### src/rtl/mux_stream_nx1_pkg.sv
// rtl/mux_stream_nx1_pkg.sv - shared constants and helpers for the N-to-1 stream mux
package mux_stream_nx1_pkg;

  localparam int MODE_SEL = 0;
  localparam int MODE_RR  = 1;

  function automatic int sel_width(input int n);
    return (n > 1) ? $clog2(n) : 1;
  endfunction

endpackage

### src/rtl/mux_stream_nx1_rr_grant.sv
// rtl/mux_stream_nx1_rr_grant.sv - combinational round-robin arbiter starting at ptr
module rr_grant
  import mux_stream_nx1_pkg::*;
#(
  parameter int N    = 4,
  parameter int SELW = sel_width(N)
) (
  input  logic [N-1:0]    valid,
  input  logic [SELW-1:0] ptr,
  output logic [N-1:0]    gnt,
  output logic [SELW-1:0] idx
);

  int              j;
  logic [SELW-1:0] jj;
  logic            found;

  // Scan ptr, ptr+1, ..., wrapping at N; the first valid channel wins.
  always_comb begin
    gnt   = '0;
    idx   = '0;
    found = 1'b0;
    j     = 0;
    jj    = '0;
    for (int k = 0; k < N; k++) begin
      j = int'(ptr) + k;
      if (j >= N) j = j - N;
      jj = SELW'(j);
      if (!found && valid[jj]) begin
        found   = 1'b1;
        gnt[jj] = 1'b1;
        idx     = jj;
      end
    end
  end

endmodule

### src/rtl/mux_stream_nx1.sv
// rtl/mux_stream_nx1.sv - registered N-to-1 stream mux, explicit select or round-robin
module mux_stream_nx1
  import mux_stream_nx1_pkg::*;
#(
  parameter int WIDTH = 4,
  parameter int N     = 4,
  parameter int MODE  = MODE_SEL,
  localparam int SELW = sel_width(N)
) (
  input  logic               clk,
  input  logic               rst_n,
  input  logic [N*WIDTH-1:0] in_data,
  input  logic [N-1:0]       in_valid,
  output logic [N-1:0]       in_ready,
  input  logic [SELW-1:0]    sel,
  output logic [WIDTH-1:0]   out_data,
  output logic [SELW-1:0]    out_chan,
  output logic               out_valid,
  input  logic               out_ready
);

  logic [N-1:0]     gnt;
  logic [N-1:0]     req;
  logic [SELW-1:0]  gnt_idx;
  logic [WIDTH-1:0] gnt_data;
  logic             free;
  logic             xfer;

  assign free = !out_valid || out_ready;
  assign xfer = (|gnt) && free && rst_n;

  // req is what in_ready follows; in select mode it ignores the channel's own valid.
  assign in_ready = rst_n ? (req & {N{free}}) : '0;

  generate
    if (MODE == MODE_RR) begin : g_rr
      logic [SELW-1:0] ptr;

      rr_grant #(.N(N), .SELW(SELW)) u_rr_grant (
        .valid (in_valid),
        .ptr   (ptr),
        .gnt   (gnt),
        .idx   (gnt_idx)
      );

      assign req = gnt;

      always_ff @(posedge clk or negedge rst_n) begin
        if (!rst_n) begin
          ptr <= '0;
        end else if (xfer) begin
          ptr <= (gnt_idx == SELW'(N - 1)) ? '0 : gnt_idx + SELW'(1);
        end
      end
    end else begin : g_sel
      always_comb begin
        req     = '0;
        gnt     = '0;
        gnt_idx = sel;
        if (int'(sel) < N) begin
          req[sel] = 1'b1;
          gnt[sel] = in_valid[sel];
        end
      end
    end
  endgenerate

  always_comb begin
    gnt_data = '0;
    for (int i = 0; i < N; i++) begin
      if (gnt[i]) gnt_data = gnt_data | in_data[i*WIDTH +: WIDTH];
    end
  end

  // Load takes priority over drain so a word can leave and arrive in the same cycle.
  always_ff @(posedge clk or negedge rst_n) begin
    if (!rst_n) begin
      out_valid <= 1'b0;
      out_data  <= '0;
      out_chan  <= '0;
    end else if (xfer) begin
      out_valid <= 1'b1;
      out_data  <= gnt_data;
      out_chan  <= gnt_idx;
    end else if (out_ready) begin
      out_valid <= 1'b0;
    end
  end

endmodule

### config.mk
export PLATFORM = sky130hd
export DESIGN_NAME = mux_stream_nx1
export DESIGN_NICKNAME = d
export VERILOG_FILES = /design/src/rtl/mux_stream_nx1_pkg.sv /design/src/rtl/mux_stream_nx1_rr_grant.sv /design/src/rtl/mux_stream_nx1.sv
export SDC_FILE = /design/constraint.sdc
export NUM_CORES = 1
export LEC_CHECK = 0
export ABC_AREA = 1
export BUFFER_PORTS_ARGS = -buffer_cell sky130_fd_sc_hd__buf_4
export CAP_MARGIN = 0
export CORE_MARGIN = 2
export CORE_UTILIZATION = 41
export CTS_CLUSTER_SIZE = 16
export DETAILED_ROUTE_END_ITERATION = 8
export GPL_ROUTABILITY_DRIVEN = 0
export PLACE_DENSITY = 0.73
export SYNTH_ARGS = -nofsm -noshare
export SYNTH_HDL_FRONTEND = slang
export SYNTH_HIERARCHICAL = 1
export SYNTH_SLANG_ARGS = --single-unit
### constraint.sdc
create_clock -name clk -period 1.4 [get_ports clk]
set_input_delay 0.14 -clock clk [delete_from_list [all_inputs] [get_ports clk]]
set_output_delay 0.14 -clock clk [all_outputs]
set_load 0.05 [all_outputs]
### After elaboration in Yosys (flattened, before gate mapping)

Index checks and enable logic that the tools add are counted.

* $lt $le $gt $ge: 2
* muxes and demuxes: 11
* bitwise logic cells: 5
* reduce and logical (&&, ||, !) cells: 7

Operators with widths (count)
* 4-bit two-way mux: 5
* 4-bit OR: 3
* 4-bit AND: 2
* 1-bit two-way mux: 4
* 4-bit OR reduction: 1
* 1-bit logical AND: 3
* 2-bit by 3-bit less-than comparator with 1-bit output, second input constant: 1
* 1-bit binary-select mux with 2-bit select: 1
* 1-bit demux with 2-bit select: 1
* 2-bit by 1-bit >= comparator with 1-bit output, second input constant: 1
* 2-bit nonzero test: 1
* 1-bit zero test: 1
* 1-bit logical OR: 1

* register bits after elaboration: 7
* output and inout port bits: 11
* logic and storage cells: 28

### Logic depth before layout (Yosys ltp)

* depth in word-level cells: 12
* depth in mapped cells: 8
* gate-level depth less buffers: 8

### Worst setup path before layout

No wires, ideal clock.

* kind: register to output
* start point: register out_valid
* end point: output in_ready[0]
* data arrival time: 1.936 ns
* slack: -0.676 ns
* cell stages (with the launch flop): 6
* buffers on the path: 0
* cells stage by stage: dfrtp_1 -> inv_1 -> nor2_1 -> inv_1 -> nand2_2 -> nor3_1

* longest elaborated chain between the ends: 4

RTL lines
* from (decl): RTL line mux_stream_nx1.sv:18 `output logic out_valid,`
* from (signal assigned): RTL line mux_stream_nx1.sv:78 `out_valid <= 1'b0;`
* from (signal assigned): RTL line mux_stream_nx1.sv:82 `out_valid <= 1'b1;`
* from (signal assigned): RTL line mux_stream_nx1.sv:86 `out_valid <= 1'b0;`
* 1-bit zero test: RTL line mux_stream_nx1.sv:29 `assign free = !out_valid || out_ready;`
* 1-bit logical OR: RTL line mux_stream_nx1.sv:29
* 4-bit AND: RTL line mux_stream_nx1.sv:33 `assign in_ready = rst_n ? (req & {N{free}}) : '0;`
* 4-bit two-way mux: RTL line mux_stream_nx1.sv:33
* to (decl): RTL line mux_stream_nx1.sv:14 `output logic [N-1:0] in_ready,`

Every way passes these cells.

### Worst setup path after layout

* start point: register out_valid
* end point: output in_ready[2]

The elaborated chain is that of the path after synthesis.

==> flow_metrics.env <==
export IMPL_n_antenna_cell=0
export IMPL_num_rows=13
export IMPL_clockRootBuffer="clkbuf_4"
export IMPL_drt_wl_total_um=1620
export IMPL_finalClockSkew_ps=0.180
export IMPL_hold_ws_ps=223
export IMPL_max_stage_delay_ps=410
export IMPL_drcViolationCount=0
export IMPL_overflow=0
export IMPL_core_area_mm2=0.00132
export IMPL_setup_slack_ps=-12.3
export IMPL_cp_start_kind="flop"
export IMPL_cts_tree="done"
export IMPL_status="finished, violations left"
export IMPL_ys_types=17
export IMPL_clock_sinks=7
export IMPL_drtIter0Drc=12
export IMPL_reg2reg_depth=8
export IMPL_p_leak_nw=0.544
export IMPL_finalSetupViolCount=1
export IMPL_wire_per_inst_um=11.6
export IMPL_fillCellCount=111
export IMPL_syn_inst=84
export IMPL_vias_per_cell=4.80
export IMPL_syn_area_per_cell_um2=7.05
export IMPL_min_period_ps=1410
export IMPL_grtUsageTotal=0.202
export IMPL_holdCritStartpoint="sel[0]"
export IMPL_clk_pin_slew_worst_paths_ps=50
export IMPL_critPathMaxFanout=6
export IMPL_netlist_area_um2=592
export IMPL_ant_nets=0
export IMPL_die_area_mm2=0.00176
export IMPL_fp_dieH_um=42.0
export IMPL_synth_common_cells="nand2_1 (25), inv_1 (12), nor2_1 (10), dfrtp_1 (7), nand4_1 (7)"
export IMPL_dp_hpwl_um=1320
export IMPL_synth_most_common_cell="nand2_1"
export IMPL_criticalPathCategory="reg2out"
export IMPL_grt_first_pass_wirelength_um=2720
export IMPL_ys_warnings_count=6
export IMPL_ys_seq_elements=7
export IMPL_worstPathRequired_ps=1260
export IMPL_fmax_mhz=708
export IMPL_cp_cell_sequence="inv_2 > nor2_2 > inv_2 > nand2_4 > nor3_4 > buf_6"
export IMPL_ys_flop_type="dfrtp_1"
export IMPL_vias=672
export IMPL_port_buffers=35
export IMPL_slew_headroom=0.775
export IMPL_drt_pass1_iterations=4
export IMPL_end_kind="output pin"
export IMPL_synth_nets=109
export IMPL_post_route_period_util=1.01
export IMPL_nNetsFinal=151
export IMPL_holdPathEnd="out_chan[0]"
export IMPL_htreeDepth=1
export IMPL_worstPathArrival_ps=1270
export IMPL_synth_top_cell_area_share=0.296
export IMPL_violations="setup timing"
export IMPL_r2r_start="out_valid"
export IMPL_ir_worst_vdd_v=0.000369
export IMPL_die_w_um=42.0
export IMPL_cap_viol_max_count=0
export IMPL_io_pins=36
export IMPL_initial_core_util=0.449
export IMPL_yosysTopAreaCell="dfrtp_1"
export IMPL_rsz0062_at_grt="yes"
export IMPL_setup_tns_ps=-12.3
export IMPL_cts_buffer_depth=2
export IMPL_async_reset_ff_frac=1.00
export IMPL_r2r_setup_slack_ps=240
export IMPL_hold_depth=3
export IMPL_antenna_found_initial=0
export IMPL_grt_pass1_vias=677
export IMPL_synth_enable_flop_cells=0
export IMPL_slew_violations=0
export IMPL_final_hold_viol_count=0
export IMPL_r2r_end="out_data[2]"
export IMPL_power_density_mw_per_mm2=934
export IMPL_ys_seq_area_frac=0.296
export IMPL_ys_top_cells_by_area="dfrtp_1 (30%), nand2_1 (16%), inv_1 (7.6%), nand4_1 (7.4%), nor2_1 (6.3%)"
export IMPL_crit_path_top_delay_cell="dfrtp_2"
export IMPL_worstMarginPinSlew_ps=337
export IMPL_area_growth_pct=65.3
export IMPL_cp_common_cell="inv_2"
export IMPL_drive_above_1_share=0.496
export IMPL_grt_max_degree=13
export IMPL_crit_start="out_valid"
export IMPL_hold_path_class="in2reg"
export IMPL_cts_buffers=3
export IMPL_worst_skew_pair_late_latency_ps=250
==> stage by stage <==
stage	util	setup slack, ps	area, µm²	power (mW)	instances
2_1_floorplan	-	-59.6	643	0.557	84
3_3_place_gp	0.685	190	902	0.702	132
3_5_place_dp	0.685	139	902	0.715	132
4_1_cts	0.729	-56.8	961	0.910	138
5_1_grt	0.743	-90.9	978	0.963	140
6_report	0.743	-12.3	978	0.914	140
==> critical path, delay by kind of cell, from the launching register on <==
kind	cells	cell delay (ps)
buffers and inverters	3	290
DFF	1	410
and+or+nand+nor	3	300
==> cells by family after synthesis <==
family,Yosys count,share of synthesized area
flip-flops,7,0.296
AO/OA/AOI/OAI,1,0.0275
buffers and inverters,16,0.127
AND/OR/NAND/NOR,60,0.550
==> cells in the final DEF, fill, tap and decap left out <==
cell type / count
nor2_2: 2
nand3_1: 4
dfrtp_1: 6
dfrtp_2: 1
nand3_2: 2
nor3_4: 4
nand2_2: 1
nand3_4: 1
dlygate4sd3_1: 1
clkbuf_1: 1
nor2_4: 1
buf_6: 4
nand4_1: 7
nand2_4: 3
nor2_1: 9
inv_2: 4
inv_1: 10
nand2_1: 25
buf_4: 34
nor2_8: 1
o21ai_4: 1
clkbuf_4: 3
==> layout make-up <==
class	count	area [µm²]	share of cell area
clock buffers	4	26.3	0.0269
inverters	14	52.6	0.0537
flip-flops and latches	7	176	0.180
well taps	15	18.8	0.0192
repair buffers	39	310	0.317
multi-input cells	61	394	0.403
==> report_power, final <==
group          total (mW)  internal [mW]  switching, mW  leakage (nW)
clock network       0.186          0.109         0.0767        0.0150
logic               0.463          0.163          0.300         0.440
registers           0.266          0.243         0.0230        0.0889
==> how the worst max path moves through the flow <==
stage               depth (start not counted)  slack (ps)          end
global route                                6         -90  in_ready[2]
global placement                            6         190  in_ready[0]
floorplan                                   5         -60  in_ready[0]
CTS                                         6         -60  in_ready[0]
finish                                      6         -10  in_ready[2]
detailed placement                          6         140  in_ready[0]
==> what timing repair did <==
action	CTS	global route
buffers inserted	1	2
resized for setup	4	3
endpoints found under the setup margin	4	4
hold endpoints to repair	7	0
pin swaps	2	2
hold buffers	1	0
==> registers in the layout (all words and copies together), names as in the netlist <==
signal / flops
out_data: 4
out_chan: 2
out_valid: 1
==> layer usage <==
metal	GRT usage	wire length, µm	vias up	part of all wire
met4	0.0968	34	0	0.021
met1	0.232	639	282	0.39
met2	0.363	815	35	0.50
li1	-	-	350	-
met3	0.0302	128	5	0.079
met5	0	0	-	0
No activity file was read; power rests on OpenSTA's default activity.
